## config.mk

```make
export PLATFORM = sky130hd
export DESIGN_NAME = rc_servo_commander
export DESIGN_NICKNAME = d
export VERILOG_FILES = /design/src/rtl/rc_servo_commander.sv
export SDC_FILE = /design/constraint.sdc
export NUM_CORES = 1
export LEC_CHECK = 0
export CELL_PAD_IN_SITES_DETAIL_PLACEMENT = 0
export CELL_PAD_IN_SITES_GLOBAL_PLACEMENT = 1
export CORE_UTILIZATION = 40
export DETAILED_ROUTE_END_ITERATION = 8
export PLACE_DENSITY_LB_ADDON = 0.08
export SYNTH_ARGS = -nofsm -noshare
export SYNTH_HDL_FRONTEND = slang
export SYNTH_SLANG_ARGS = --single-unit
```

## constraint.sdc

```tcl
create_clock -name clock -period 6.26 [get_ports clock]
set_clock_uncertainty 0.05 [all_clocks]
set_input_delay 1.252 -clock clock [delete_from_list [all_inputs] [get_ports clock]]
set_output_delay 1.252 -clock clock [all_outputs]
set_load 0.03 [all_outputs]
```

## src/rtl/rc_servo_commander.sv

```systemverilog
// rc_servo_commander: RC channel updates -> Dynamixel sync-write commands.
// Optional channel-timeout failsafe: define CMD_FAILSAFE_EN.
module rc_servo_commander #(
  parameter int clock_frequency = 12000000,
  parameter int update_hz       = 50,
  parameter int center          = 992,
  parameter int deadband        = 16,
  parameter int velocity_limit  = 265,
  parameter int arm_channel     = 4,
  parameter int arm_threshold   = 1400,
  parameter int timeout_ms      = 500
) (
  input  logic        clock,
  input  logic        reset,
  input  logic        channel_changed,
  input  logic [3:0]  channel_index,
  input  logic [10:0] channel_value,
  input  logic        sending,
  output logic        send,
  output logic [15:0] address,
  output logic [15:0] data_len,
  output logic [31:0] value1,
  output logic [31:0] value2,
  output logic [31:0] value3,
  output logic [31:0] value4,
  output logic        armed,
  output logic        failsafe
);

  localparam logic [31:0] period_max =
    32'(clock_frequency / update_hz - 1);
  localparam logic [10:0] c11 = 11'(center);
  localparam logic signed [11:0] c12 = 12'(center);
  localparam logic signed [11:0] db12 = 12'(deadband);
  localparam logic signed [11:0] lim12 = 12'(velocity_limit);
  localparam logic [10:0] thr11 = 11'(arm_threshold);
  localparam logic [3:0] arm_idx = 4'(arm_channel);

  typedef enum logic [1:0] {
    IDLE, ISSUE, WAIT_START, WAIT_DONE
  } state_t;

  state_t      state;
  logic [3:0]  wait_cnt;
  logic [31:0] period_cnt;
  logic        vel_pend;
  logic [10:0] ch [4];
  logic [10:0] ch_arm;
  logic        arm_req;
  logic        torque_pend;
  logic [31:0] vel [4];

  function automatic logic [31:0] vel_of(input logic [10:0] v);
    logic signed [11:0] d;
    logic signed [11:0] r;
    d = $signed({1'b0, v}) - c12;
    if (d >= -db12 && d <= db12) r = '0;
    else if (d > lim12) r = lim12;
    else if (d < -lim12) r = -lim12;
    else r = d;
    return {{20{r[11]}}, r};
  endfunction

  assign arm_req = (ch_arm > thr11) && !failsafe;
  assign torque_pend = arm_req != armed;

  always_comb begin
    for (int i = 0; i < 4; i++)
      vel[i] = failsafe ? 32'd0 : vel_of(ch[i]);
  end

  always_ff @(posedge clock) begin
    if (reset) begin
      state      <= IDLE;
      wait_cnt   <= '0;
      period_cnt <= '0;
      vel_pend   <= 1'b0;
      send       <= 1'b0;
      address    <= 16'd64;
      data_len   <= 16'd1;
      value1     <= '0;
      value2     <= '0;
      value3     <= '0;
      value4     <= '0;
      armed      <= 1'b0;
      ch_arm     <= c11;
      for (int i = 0; i < 4; i++) ch[i] <= c11;
    end else begin
      send <= 1'b0;
      if (channel_changed) begin
        if (channel_index < 4'd4)
          ch[channel_index[1:0]] <= channel_value;
        if (channel_index == arm_idx)
          ch_arm <= channel_value;
      end
      if (period_cnt == period_max) begin
        period_cnt <= '0;
        vel_pend   <= 1'b1;
      end else begin
        period_cnt <= period_cnt + 32'd1;
      end
      unique case (state)
        IDLE: if (!sending) begin
          if (torque_pend) begin
            address  <= 16'd64;
            data_len <= 16'd1;
            value1   <= {31'd0, arm_req};
            value2   <= {31'd0, arm_req};
            value3   <= {31'd0, arm_req};
            value4   <= {31'd0, arm_req};
            armed    <= arm_req;
            state    <= ISSUE;
          end else if (vel_pend) begin
            // served or dropped; a disarmed request is discarded
            vel_pend <= 1'b0;
            if (armed) begin
              address  <= 16'd104;
              data_len <= 16'd4;
              value1   <= vel[0];
              value2   <= vel[1];
              value3   <= vel[2];
              value4   <= vel[3];
              state    <= ISSUE;
            end
          end
        end
        ISSUE: begin
          send     <= 1'b1;
          wait_cnt <= '0;
          state    <= WAIT_START;
        end
        WAIT_START: begin
          if (sending) state <= WAIT_DONE;
          else if (wait_cnt == 4'd15) state <= IDLE;
          else wait_cnt <= wait_cnt + 4'd1;
        end
        WAIT_DONE: if (!sending) state <= IDLE;
        default: state <= IDLE;
      endcase
    end
  end

`ifdef CMD_FAILSAFE_EN
  localparam logic [31:0] timeout_max =
    32'(clock_frequency / 1000 * timeout_ms - 1);
  logic [31:0] to_cnt;

  always_ff @(posedge clock) begin
    if (reset) begin
      to_cnt   <= '0;
      failsafe <= 1'b0;
    end else if (channel_changed) begin
      to_cnt   <= '0;
      failsafe <= 1'b0;
    end else if (to_cnt == timeout_max) begin
      failsafe <= 1'b1;
    end else begin
      to_cnt <= to_cnt + 32'd1;
    end
  end
`else
  assign failsafe = 1'b0;
`endif

endmodule

```

Word level (Yosys, flattened, before mapping)
Memory sizes are Yosys's and may differ from the RTL's.
Index checks and enable logic that the tools add are counted.
- bits in registers: 212
- memory bits (writable): 44
- input port bits: 19
- word-level logic and storage cells: 124
- memories: 1
- $add $sub $neg: 6
- magnitude comparators: 18
- eq/ne operators: 14
- mux-type cells: 56
- bitwise gates (word level): 1
- reduce and logical (&&, ||, !) cells: 15
- memory list (memory ; words ; width ; rd ports ; clocked after Yosys merged registers in ; wr ports ; RTL line ; source):
    ch ; 4 ; 11 ; 4 ; 0 ; 4 ; 47 ; logic [10:0] ch [4];
- operators by type and width (kind ; count):
    $mux 32 ; 12
    $mux 12 ; 12
    $mux 16 ; 6
    $ge 12x5->1 const B ; 4
    $gt 12x10->1 const B ; 4
    $le 12x6->1 const B ; 4
    $lt 12x10->1 const B ; 4
    $sub 11x10->12 const B ; 4
    $add 32x1->32 const B ; 1
    $eq 32x18->1 const B ; 1
    $mux 2 ; 8
    $mux 1 ; 13
    $gt 11x11->1 const B ; 1
    $mux 11 ; 1
    $reduce_or 11->1 ; 1
    $ne 3x3->1 const B ; 3
    $mux 4 ; 2
    $ne 2x2->1 const B ; 4
    $pmux 2 s4 ; 1
    $pmux 4 s2 ; 1
    $reduce_and 3->1 ; 2
    $reduce_bool 2->1 ; 3
    $reduce_and 5->1 ; 1
    $add 4x1->4 const B ; 1
    12 further kinds ; 16

Depth between registers and ports, before layout
An unclocked memory read counts as a cell.
- depth after elaboration: 9
- mapped depth: 11
- depth with buffers taken out: 10

Least setup slack after synthesis
OpenSTA, ideal clock, no wires.
- path kind: in2reg
- start point: in sending
- end point: reg value3[0]
- data arrival time: 2.505 ns
- data required time: 6.091 ns
- slack: 3.587 ns
- cell stages on the path: 5
- cells stage by stage: nor4_2 -> o21ai_1 -> a21o_1 -> or3b_1 -> o221a_2
- cells in the longest elaborated chain, start to end: 2
- ends and longest elaborated chain (what ; RTL line ; source):
    start: declaration ; 18 ; input logic sending,
    $not 1->1 (no source line) ; -- ;
    $reduce_and 4->1 (no source line) ; -- ;
    end signal: assignment ; 109 ; value3 <= {31'd0, arm_req};
    end signal: assignment ; 121 ; value3 <= vel[2];
    end: declaration ; 24 ; output logic [31:0] value3,
No other way between the ends.
A chain may end at the register's enable or synchronous reset.

Worst setup path in the final report
- start point: reg ch_arm[4]
- end point: reg value3[0]
- cells in the longest elaborated chain, start to end: 4
- elaborated cells between the ends (all ways): 6
- those cells by class: 1 x order compare; 1 x eq/ne; 1 x mux; 3 x reduce/logical
- ends and longest elaborated chain (what ; RTL line ; source):
    start: declaration ; 48 ; logic [10:0] ch_arm;
    start signal: assignment ; 94 ; ch_arm <= channel_value;
    $gt 11x11->1 (*) ; 64 ; assign arm_req = (ch_arm > thr11) && !failsafe;
    $ne 1x1->1 (*) ; 65 ; assign torque_pend = arm_req != armed;
    named net torque_pend ; 50 ; logic torque_pend;
    $reduce_bool 2->1 (no source line) ; -- ;
    $reduce_and 4->1 (no source line) ; -- ;
Mark *: on every way through the listed nets, which the timed path passes. The rest lies on a longest branch.

==> reports/metrics.cfg <==
[outcome]
status=complete, but fails checks
violations=DRC

[routing]
dr.pass1.iters=9
postRouteAntennaNets=0
drt-wirelength-per-cell_um=14.9
drt_iter0_markers=402
vias=5739
drc=25
viasPerCell=5.07
routed_wl_um=16800

[worst_setup_path]
regToRegSetupSlack_ps=2790
crit_required_ps=6520
criticalPathCategory=register to register
reg2reg_depth=9
start_kind=register
crit_chain=nand4_1 -> o21a_1 -> or2_2 -> ha_1 -> o21ai_2 -> nor4_2 -> a21o_1 -> or3b_1 -> o221a_2
crit_fanout=24
r2r-end=value3[0]
slowest_delay_ps=850
cp.arrival_ps=3730
reg2reg_from=ch_arm[4]
cpMaxStageDelayCell=o21ai_2
crit_path_end_kind=register

[global_routing]
grt.met1_usage=0.227
grt_max_degree=39
grt_pass1_vias=5272
grtUsageMet2=0.296
grt_antenna_before_repair=0
overflow=0
top_usage_layer=met2
grt_first_pass_wirelength_um=26800
met3_usage=0.0352
track_usage=0.176

[synth]
yosys_warnings=0
synth_top_cell_by_area=dfxtp_1
synth_seq_cells=146
synth-edff-count=44
synthFlopType=dfxtp_1
yosys.area.top_type_share=0.273
synth.cell_area_um2=7470
synth.yosys.seq_area_share=0.450
ys_types=65
synthArstFlopShare=0
synth.top_cells.by_area=dfxtp_1, edfxtp_1, buf_4
avgSynthCellArea_um2=9.07
synth_cells=824

[cts]
clock-sinks=146
cts_made_buffers=17
htreeDepth=4
path_clk_slew_ps=60
clockRootBuffer=clkbuf_16
cts_buffer_depth=2
cts_setup_buffers=0
clk_latency_ps=420
ctsResizeCount=0
cts_tree=done
ctsHoldBuffers=0

[timing]
setup_tns_ps=0
min_period_ps=3470
tightest_slew_ps=1060
report.final.slew_viol_count=0
finalSetupViolations=0
rsz0062_at_grt=false
fmax_mhz=288
slew_headroom=0.292
period_share=0.555
hold_violations=0

[finish]
diodes=0
drive_gt1_frac=0.0721
syn2layout_area_growth_pct=21.5
final_nets=915
fill_cells=1722
final_cells=1131

[floorplan]
ios=182
start_util=0.412
core_um2=18100
die-area_um2=19200
die_w_um=139
rows=49
chipHeight_um=139

[place]
gp_congestion=0.803
dp_cells=1099
dpl.hpwl_um=12300
io_buffers=152

[power_and_ir_drop]
vdd_drop_max_v=0.000200
p_per_area_nw_per_um2=243
p_leak_nw=3.33

[min_path]
min_to=period_cnt[0]
min_path_cells=1
hold_path.class=register to register
hold_start=period_cnt[0]

[job]
maxCapViolCount=0

==> power by group <==
group / switching [mW] / internal, mW / total, mW
clock: 0.379 / 0.649 / 1.03
combinational: 0.107 / 0.0525 / 0.160
sequential: 0.0262 / 0.996 / 1.02
total: 0.512 / 1.70 / 2.21
==> registers in the layout, summed over array words and instances, names as in the netlist <==
name        count
ch             44
period_cnt     32
value1         12
value2         12
value3         12
value4         12
ch_arm         11
wait_cnt        4
state           2
address         1
armed           1
data_len        1
send            1
vel_pend        1
==> placed cells by master, fill, tap and decap left out, types with 25 or more instances in the layout <==
master and instances:
a21oi_1 42, xor2_1 30, inv_1 26, dfxtp_1 102, clkdlybuf4s50_1 152, nand2_1 105, edfxtp_1 44, nor2_1 75
conb_1 29, o21ai_0 25, nand3_1 30
==> metrics by stage <==
stage                     cell area [um^2]  power, mW  worst slack (ps)  hold WS (ps)   util
final                                 9080       2.21              2790           391  0.500
after detailed placement              8470       1.20              2530           386  0.467
after global routing                  9080       2.30              2610           416  0.500
after floorplan                       7570       1.17              3590           363      -
after CTS                             9080       2.23              2760           399  0.500
after global placement                8470       1.20              2580           376  0.467
==> cell type report <==
class	instances	area, um^2	area share
flip-flops and latches	146	3360	0.370
multi-input cells	544	3190	0.351
repair buffers	154	1540	0.169
clock buffers	23	509	0.0561
well taps	229	287	0.0316
clock inverters	9	98.8	0.0109
inverters	26	97.6	0.0107
==> cell families (layout without fill, tap and decap cells) <==
group,Yosys count,after routing,synth area share
adder cells (fa/ha/maj),7,7,0.0117
XOR/XNOR,43,43,0.0504
flip-flops,146,146,0.450
AO/OA/AOI/OAI,144,144,0.132
buffers and inverters,161,212,0.138
multiplexers,1,1,0.00134
AND/OR/NAND/NOR,320,320,0.215
other,2,29,0.00100
==> worst max path at each step <==
stage / slack (ps) / to / depth (start not counted) / startpoint
final: 2790 / value3[0] / 9 / ch_arm[4]
after global routing: 2610 / value3[0] / 9 / ch_arm[4]
after CTS: 2760 / value3[0] / 9 / ch_arm[4]
after detailed placement: 2530 / value2[0] / 7 / sending
after global placement: 2580 / value2[0] / 7 / sending
after floorplan: 3590 / value3[0] / 5 / sending
==> critical path: cells and delay by family, from the launching register on <==
family / cells / cell delay, ps
flip-flops: 1 / 340
AO/OA/AOI/OAI: 4 / 1610
adder cells (fa/ha/maj): 1 / 330
AND/OR/NAND/NOR: 4 / 1030
==> routing by layer <==
layer | routed length [um] | share of wire
met5 | 0 | 0
met4 | 146 | 0.0087
met3 | 699 | 0.042
met2 | 8050 | 0.48
met1 | 7930 | 0.47
==> cell usage after synthesis, types with 3 or more instances <==
library cell and instances:
clkbuf_1 16, and2_1 3, nand2_1 105, o21a_1 9, nand2b_1 11, a221oi_1 4
a21oi_1 42, nor3b_1 5, buf_4 112, nand3_1 30, o22ai_1 3, a22o_2 4
edfxtp_1 44, dfxtp_1 102, nor4_1 9, a32o_1 3, a21o_1 6, nor2b_1 6
xor2_1 30, or2_2 6, nor3_1 13, a31oi_1 6, o21ai_0 25, a31o_2 3
ha_1 7, and3_1 17, o21ai_1 4, and4_1 4, o41ai_1 5, xnor2_1 13
nor2_1 76, nand4b_1 7, inv_1 26, buf_2 5, nand4_1 11, a22o_1 14
No activity file was read; power rests on OpenSTA's default activity.
